$ cat src/rtl/trap_pkg.sv
// Shared types and constants for the trap controller slice.
package trap_pkg;

  typedef enum logic [1:0] {
    ST_IDLE     = 2'd0,
    ST_FLUSH    = 2'd1,
    ST_REDIRECT = 2'd2
  } trap_state_e;

  localparam int unsigned CAUSE_W = 5;

  localparam logic [CAUSE_W-1:0] CAUSE_INSTR_MISALIGNED = 5'd0;
  localparam logic [CAUSE_W-1:0] CAUSE_ILLEGAL          = 5'd2;
  localparam logic [CAUSE_W-1:0] CAUSE_LOAD_MISALIGNED  = 5'd4;
  localparam logic [CAUSE_W-1:0] CAUSE_STORE_MISALIGNED = 5'd6;

  localparam logic [31:0] DEFAULT_HANDLER_ADDR = 32'h0000_0004;

endpackage

$ cat src/rtl/trap_prio_arbiter.sv
// Fixed-priority selection of the winning exception: internal misalignment
// first, then external source 0 upward.
module trap_prio_arbiter
  import trap_pkg::*;
#(
  parameter int unsigned              XLEN       = 32,
  parameter int unsigned              NUM_SRC    = 3,
  parameter logic [5*NUM_SRC-1:0]     CAUSE_LIST = {5'd6, 5'd4, 5'd2}
) (
  input  logic                    mis,
  input  logic [XLEN-1:0]         pc,
  input  logic [NUM_SRC-1:0]      exc_valid,
  input  logic [NUM_SRC*XLEN-1:0] exc_pc,
  input  logic [NUM_SRC*XLEN-1:0] exc_tval,
  output logic                    hit,
  output logic [CAUSE_W-1:0]      cause,
  output logic [XLEN-1:0]         epc,
  output logic [XLEN-1:0]         tval
);

  always_comb begin
    hit   = 1'b0;
    cause = '0;
    epc   = '0;
    tval  = '0;
    if (mis) begin
      hit   = 1'b1;
      cause = CAUSE_INSTR_MISALIGNED;
      epc   = pc;
      tval  = pc;
    end else begin
      for (int unsigned i = 0; i < NUM_SRC; i++) begin
        if (!hit && exc_valid[i]) begin
          hit   = 1'b1;
          cause = CAUSE_LIST[CAUSE_W*i +: CAUSE_W];
          epc   = exc_pc[XLEN*i +: XLEN];
          tval  = exc_tval[XLEN*i +: XLEN];
        end
      end
    end
  end

endmodule

$ cat src/rtl/trap_controller.sv
// Trap entry/return sequencer: latches mepc/mcause/mtval, flushes for one
// cycle, then redirects fetch to the handler (or to mepc on mret).
module trap_controller
  import trap_pkg::*;
#(
  parameter int unsigned          XLEN         = 32,
  parameter int unsigned          NUM_SRC      = 3,
  parameter int unsigned          ALIGN_BITS   = 2,
  parameter logic [XLEN-1:0]      HANDLER_ADDR = DEFAULT_HANDLER_ADDR,
  parameter logic [5*NUM_SRC-1:0] CAUSE_LIST   = {5'd6, 5'd4, 5'd2},
  parameter int unsigned          CNT_W        = 16
) (
  input  logic                    clk,
  input  logic                    rst_n,
  input  logic                    pc_valid,
  input  logic [XLEN-1:0]         pc,
  input  logic [NUM_SRC-1:0]      exc_valid,
  input  logic [NUM_SRC*XLEN-1:0] exc_pc,
  input  logic [NUM_SRC*XLEN-1:0] exc_tval,
  input  logic                    mret_valid,
  input  logic                    redirect_ready,
  output logic                    flush,
  output logic                    redirect_valid,
  output logic [XLEN-1:0]         redirect_pc,
  output logic                    trap_active,
  output logic [XLEN-1:0]         mepc,
  output logic [XLEN-1:0]         mcause,
  output logic [XLEN-1:0]         mtval,
  output logic [CNT_W-1:0]        trap_count
);

  trap_state_e         r_state;
  trap_state_e         w_state_next;
  logic                r_ret_flag;
  logic [XLEN-1:0]     r_redirect_pc;
  logic [XLEN-1:0]     r_mepc;
  logic [CAUSE_W-1:0]  r_mcause;
  logic [XLEN-1:0]     r_mtval;
  logic [CNT_W-1:0]    r_trap_count;

  logic                w_mis;
  logic                w_hit;
  logic [CAUSE_W-1:0]  w_cause;
  logic [XLEN-1:0]     w_epc;
  logic [XLEN-1:0]     w_tval;
  logic                w_take_exc;
  logic                w_take_ret;
  logic                w_handshake;

  assign w_mis = pc_valid && (pc[ALIGN_BITS-1:0] != '0);

  trap_prio_arbiter #(
    .XLEN       (XLEN),
    .NUM_SRC    (NUM_SRC),
    .CAUSE_LIST (CAUSE_LIST)
  ) u_arb (
    .mis       (w_mis),
    .pc        (pc),
    .exc_valid (exc_valid),
    .exc_pc    (exc_pc),
    .exc_tval  (exc_tval),
    .hit       (w_hit),
    .cause     (w_cause),
    .epc       (w_epc),
    .tval      (w_tval)
  );

  // Requests only count while idle; in FLUSH/REDIRECT they are dropped.
  assign w_take_exc  = (r_state == ST_IDLE) && w_hit;
  assign w_take_ret  = (r_state == ST_IDLE) && !w_hit && mret_valid;
  assign w_handshake = (r_state == ST_REDIRECT) && redirect_ready;

  always_comb begin
    w_state_next = r_state;
    case (r_state)
      ST_IDLE: begin
        if (w_take_exc || w_take_ret) w_state_next = ST_FLUSH;
      end
      ST_FLUSH:    w_state_next = ST_REDIRECT;
      ST_REDIRECT: begin
        if (redirect_ready) w_state_next = ST_IDLE;
      end
      default:     w_state_next = ST_IDLE;
    endcase
  end

  always_ff @(posedge clk) begin
    if (!rst_n) begin
      r_state       <= ST_IDLE;
      r_ret_flag    <= 1'b0;
      r_redirect_pc <= '0;
      r_mepc        <= '0;
      r_mcause      <= '0;
      r_mtval       <= '0;
      r_trap_count  <= '0;
    end else begin
      r_state <= w_state_next;
      if (w_take_exc) begin
        r_mepc     <= w_epc;
        r_mcause   <= w_cause;
        r_mtval    <= w_tval;
        r_ret_flag <= 1'b0;
      end else if (w_take_ret) begin
        r_ret_flag <= 1'b1;
      end
      // Target is frozen on entry to REDIRECT so it stays stable under stall.
      if (r_state == ST_FLUSH) begin
        r_redirect_pc <= r_ret_flag ? r_mepc : HANDLER_ADDR;
      end
      if (w_handshake && !r_ret_flag && (r_trap_count != '1)) begin
        r_trap_count <= r_trap_count + 1'b1;
      end
    end
  end

  assign flush          = (r_state == ST_FLUSH);
  assign redirect_valid = (r_state == ST_REDIRECT);
  assign trap_active    = (r_state != ST_IDLE);
  assign redirect_pc    = r_redirect_pc;
  assign mepc           = r_mepc;
  assign mcause         = {{(XLEN-CAUSE_W){1'b0}}, r_mcause};
  assign mtval          = r_mtval;
  assign trap_count     = r_trap_count;

endmodule
$ cat config.mk
export PLATFORM = sky130hd
export DESIGN_NAME = trap_controller
export DESIGN_NICKNAME = d
export VERILOG_FILES = /design/src/rtl/trap_pkg.sv /design/src/rtl/trap_prio_arbiter.sv /design/src/rtl/trap_controller.sv
export SDC_FILE = /design/constraint.sdc
export NUM_CORES = 1
export LEC_CHECK = 0
export ABC_AREA = 1
export CAP_MARGIN = 20
export CORE_AREA = 2 2 145 147
export DETAILED_ROUTE_END_ITERATION = 12
export DIE_AREA = 0 0 147 149
export PLACE_DENSITY = 0.75
export SLEW_MARGIN = 20
export SYNTH_ARGS = -nofsm -noshare
export SYNTH_HDL_FRONTEND = slang
export SYNTH_SLANG_ARGS = --single-unit
$ cat constraint.sdc
create_clock -name clk -period 2.1 [get_ports clk]
set_clock_uncertainty 0.1 [all_clocks]
set_input_delay 0.42 -clock clk [delete_from_list [all_inputs] [get_ports clk]]
set_output_delay 0.42 -clock clk [all_outputs]
set_load 0.03 [all_outputs]
* Yosys cells after proc, flatten, opt, wreduce, memory -nomap -nowiden
Cells that the tools add are included.
** Cells by class
- Add/subtract/negate cells :: 1
- Equal/unequal tests :: 5
- Muxes and demuxes :: 22
- Bitwise operators :: 1
- Reductions and logical operators :: 19
** Operators with widths (number)
- $mux 32 :: 9
- $add 16x1->16 const B :: 1
- $ne 16x16->1 const B :: 1
- $logic_and 1x1->1 :: 9
- $mux 1 :: 6
- $mux 2 :: 3
- $mux 3 :: 2
- $pmux 2 s3 :: 1
- $mux 5 :: 1
- $logic_not 1->1 :: 4
- $reduce_bool 2->1 :: 2
- $eq 2x1->1 const B :: 1
- $eq 2x2->1 const B :: 1
- $logic_not 2->1 :: 1
- $ne 2x1->1 const B :: 1
- $ne 2x2->1 const B :: 1
- $reduce_and 2->1 :: 1
- $reduce_or 2->1 :: 1
- $logic_or 1x1->1 :: 1
- $not 1->1 :: 1
** Storage, ports and cells
- Register bits :: 120
- Bits of input ports :: 232
- Output and inout bits :: 147
- Word-level logic and storage cells :: 55

* Longest topological paths before layout
- Depth after elaboration :: 17
- Mapped depth :: 9
- Depth with buffers taken out :: 9

* Cells and area by module
A second synthesis with hierarchy kept.
** Unflattened totals
- Cells, all modules :: 1306
- Area total of the unflattened synthesis :: 7649.8 um2
** Modules (own cells, without submodules)
- trap_controller :: instances 1, cells an instance 633, area each 4767.1 um2, seq. area each 2402.3 um2
- trap_prio_arbiter :: instances 1, cells an instance 673, area each 2882.8 um2, seq. area each 0.0 um2

* Worst setup path after synthesis
OpenSTA, ideal clock, no wires.
- Path kind :: register to register
- Start point :: reg r_trap_count[0], in the netlist trap_count[0]
- End point :: reg r_trap_count[1], in the netlist trap_count[1]
- Library setup time :: 116 ps
- Data arrival time :: 1608 ps
- Required time :: 1884 ps
- Setup slack :: 276 ps
- Stages on the path, launching flop included :: 10
- Buffers on the path :: 1
- Clock period less this slack :: 1824 ps
- Cells stage by stage :: dfxtp_1 -> ha_1 -> inv_1 -> nor2_1 -> nand2_1 -> nor2_1 -> nor2_4 -> buf_4 -> nor2_1 -> nor2_1
** Between the ends
- Longest elaborated chain between the ends :: 2
- Elaborated cells on any way between the ends :: 3
- Those cells by class :: add/sub (1); eq/ne (1); reduce/logical (1)
** RTL lines
- from (decl) :: line trap_controller.sv:39 : logic [CNT_W-1:0] r_trap_count;
- from (signal assigned) :: line trap_controller.sv:111 : r_trap_count <= r_trap_count + 1'b1;
- branches (longest 2 deep; another with $add 16x1->16)
Several ways; the timed one is not identified.
A chain may end at the register's enable or synchronous reset.

* Final worst setup path
- Start point :: reg r_mepc[24], in the netlist mepc[24]
- End point :: out mepc[24]
** RTL lines
- from (decl) :: line trap_controller.sv:36 : logic [XLEN-1:0] r_mepc;
- from (signal assigned) :: line trap_controller.sv:99 : r_mepc <= w_epc;
- to (decl) :: line trap_controller.sv:26 : output logic [XLEN-1:0] mepc,
No word-level cell between the ends.

==> impl_metrics.py <==
metrics = {
    "yosys": {
        "synthCells": 1018,
        "syn-cell-area_um2": 6550,
        "yosysUniqueCellTypes": 28,
        "synth-seq-cells": 117,
        "avgSynthCellArea_um2": 6.43,
        "ys_seq_area_share_pct": 35.8,
        "ys_warn_count": 0,
    },
    "grt": {
        "grt_antenna_before_repair": 0,
        "grt_pass1_wl_um": 41800,
        "grt_pass1_vias": 7351,
        "overflow": 0,
        "grt_max_degree": 78,
        "grt_use_total_pct": 25.0,
    },
    "clock_network": {
        "path_clk_slew_ns": 0.05,
        "tritoncts": "done",
        "insertion_delay_ns": 0.42,
        "clockBufferDepth": 2,
        "numCtsBuffers": 17,
        "numClockSinks": 117,
        "hold_buffers": 0,
        "cts-root-buf": "clkbuf_16",
        "htreeDepth": 4,
    },
    "detailed_routing": {
        "routed_wl_um": 27900,
        "ant_nets": 0,
        "firstDrtPassIters": 6,
        "first_iter_violations": 683,
        "via_per_inst": 4.82,
        "drc": 0,
        "via_count": 8032,
        "top_layer_used": "met4",
        "wl_per_cell_um": 16.8,
        "wl_met1_um": 12100,
        "dr_wl_met2_um": 12600,
        "wl_met3_um": 2220,
    },
    "timing": {
        "grt_setup_unrepaired": "no",
        "whs_ns": 0.362,
        "setup_viol": 0,
        "fin_crit_sh_pct": 98.0,
        "timing.slew.headroom_pct": 32.9,
        "finalHoldViolCount": 0,
        "maxSlewViolCount": 0,
        "worst_pin_slew_ns": 1.00,
        "finalCriticalPeriod_ns": 2.06,
        "fmax_mhz": 486,
    },
    "place": {
        "dp_hpwl_um": 22100,
        "routabilityCongestion": 0.902,
        "portBuffers": 348,
        "placed_cells": 1633,
        "post_dp_cell_area_um2": 10600,
    },
    "finish": {
        "diodes": 0,
        "final_cells": 1665,
        "stdcell_area_um2": 11100,
        "syn2layout_area_growth_pct": 70.2,
        "nNetsFinal": 1610,
        "n_fill_cell": 1998,
        "layout-drive-gt1-share_pct": 7.19,
    },
    "power_and_ir_drop": {
        "ir_drop_mv": 0.437,
        "p_total_uw": 7950,
        "powerDensity_nw_per_um2": 713,
        "leakage_uw": 0.00479,
    },
    "die": {
        "die-area_um2": 21900,
        "coreArea_um2": 20600,
        "die_w_um": 147,
        "die_y_um": 149,
        "pin_count": 379,
        "start_util_pct": 31.9,
        "rows": 53,
    },
    "setup_path": {
        "r2r_end": "trap_count[14]",
        "reg2reg_from": "trap_count[0]",
        "slowest_stage": "clkdlybuf4s50_1",
        "crit_fanout": 3,
        "rrSetupSlack_ns": 0.31,
        "crit_chain": "clkdlybuf4s50_1",
        "critPathLaunchType": "flop",
        "end_kind": "output port",
        "slowest_delay_ns": 0.72,
        "critical_path.top_delay_family": "buffers and inverters",
        "reg2regPathDepth": 7,
        "cp-startpoint": "mepc[24]",
        "critPathRequiredTime_ns": 1.58,
        "arrival_ns": 1.54,
        "crit_type": "reg -> out",
        "critical_path_buf_inv_count": 1,
    },
    "run": {
        "maxCapViolations": 0,
    },
    "run_status": {
        "status": "finished, final reports clean",
    },
    "hold_path": {
        "hold_start": "redirect_pc[3]",
        "worstHoldPathType": "reg -> reg",
        "whs_endpoint": "redirect_pc[3]",
        "whs_path_depth": 2,
    },
}
==> metal layers <==
metal  GRT usage [%]  up-vias
met4            9.95        0
met1            33.6     3626
met3            6.12       50
met2            38.6      352
met5               0        -
li1                -     4004
==> metrics by stage <==
step / setup TNS [ns] / utilization (%) / setup WS (ns)
6_report: 0 / 54.2 / 0.0425
5_1_grt: 0 / 54.2 / 0.00424
4_1_cts: 0 / 54.1 / 0.000392
3_5_place_dp: -8.12 / 51.4 / -0.227
3_3_place_gp: -6.52 / 51.4 / -0.226
2_1_floorplan: 0 / - / 0.276
==> area by class of cell <==
| cell class | instances | area, µm² | area share (%) |
|---|---|---|---|
| clock buffer | 28 | 487 | 4.37 |
| clock inverter | 4 | 70.1 | 0.629 |
| inverter | 87 | 327 | 2.93 |
| multi-input combinational | 741 | 3470 | 31.1 |
| sequential | 117 | 2340 | 21.0 |
| tap | 275 | 344 | 3.09 |
| timing repair buffer | 413 | 4110 | 36.8 |
==> Yosys cell counts, drive strengths merged <==
cell	count	area [µm²]
nor3b	1	7.51
clkbuf	33	124
dfxtp	117	2340
a21oi	143	716
ha	1	12.5
nand3b	1	7.51
a31oi	1	6.26
xnor2	3	26.3
buf	69	428
nor3	2	21.3
nand4	7	43.8
nand3	108	541
o211ai	64	480
o21ai	6	33.8
xor2	3	26.3
conb	1	3.75
nor2	28	113
nand2	343	1290
inv	87	327
==> sequential cells by signal, indices dropped and copies added (netlist names) <==
| name | count |
|---|---|
| redirect_pc | 32 |
| r_ret_flag | 1 |
| r_state | 2 |
| trap_count | 16 |
| mtval | 32 |
| r_mcause | 2 |
| mepc | 32 |
==> where the power goes <==
part | switching (µW) | internal [µW] | total [µW] | leakage, µW
combinational | 1410 | 1160 | 2580 | 0.00356
clock | 984 | 1800 | 2790 | 0.000271
sequential | 164 | 2420 | 2580 | 0.000959
total | 2560 | 5380 | 7950 | 0.00479
==> worst register-to-register path, stage by stage, from the launching register on <==
cell	delay [ns]
dfxtp_1	0.41
ha_1	0.20
inv_1	0.04
nor2_1	0.10
nand2_1	0.13
o21ai_2	0.48
nand2_1	0.10
a21oi_1	0.17
==> cells in the final DEF, fill, tap and decap left out, types with 2 or more instances in the layout <==
cell type,count
bufinv_16,2
nor2_1,25
clkinv_2,2
buf_4,56
nand3_1,108
nand2_1,341
nor2_4,2
dlymetal6s2s_1,12
conb_1,30
nand4_1,7
o21ai_0,4
inv_1,86
a21oi_1,143
clkdlybuf4s50_1,326
dfxtp_1,117
clkbuf_8,2
xor2_1,3
xnor2_1,3
buf_12,10
clkbuf_16,17
dlygate4sd2_1,7
nand2_4,2
buf_2,2
clkbuf_1,9
o211ai_1,64
==> cell families after synthesis <==
kind of cell / share of synthesized area [%]
AO/OA/AOI/OAI: 18.9
XOR/XNOR: 0.803
adder cells (fa/ha/maj): 0.191
buffers and inverters: 13.4
flip-flops: 35.8
other: 0.0573
AND/OR/NAND/NOR: 30.9
==> worst max path at each step <==
stage                     cells after the start             end
after floorplan                               9   trap_count[1]
after global placement                        7        mtval[4]
after detailed placement                      7        mtval[5]
after CTS                                     1  trap_count[14]
final                                         1        mepc[24]
after global routing                          1   trap_count[4]
==> repair_timing <==
action / in CTS / in global routing
buffers inserted: 0 / 0
resized for setup: 7 / 12
endpoints found under the setup margin: 7 / 12
pin swaps: 0 / 0
Power figures use the tool's default switching activity.
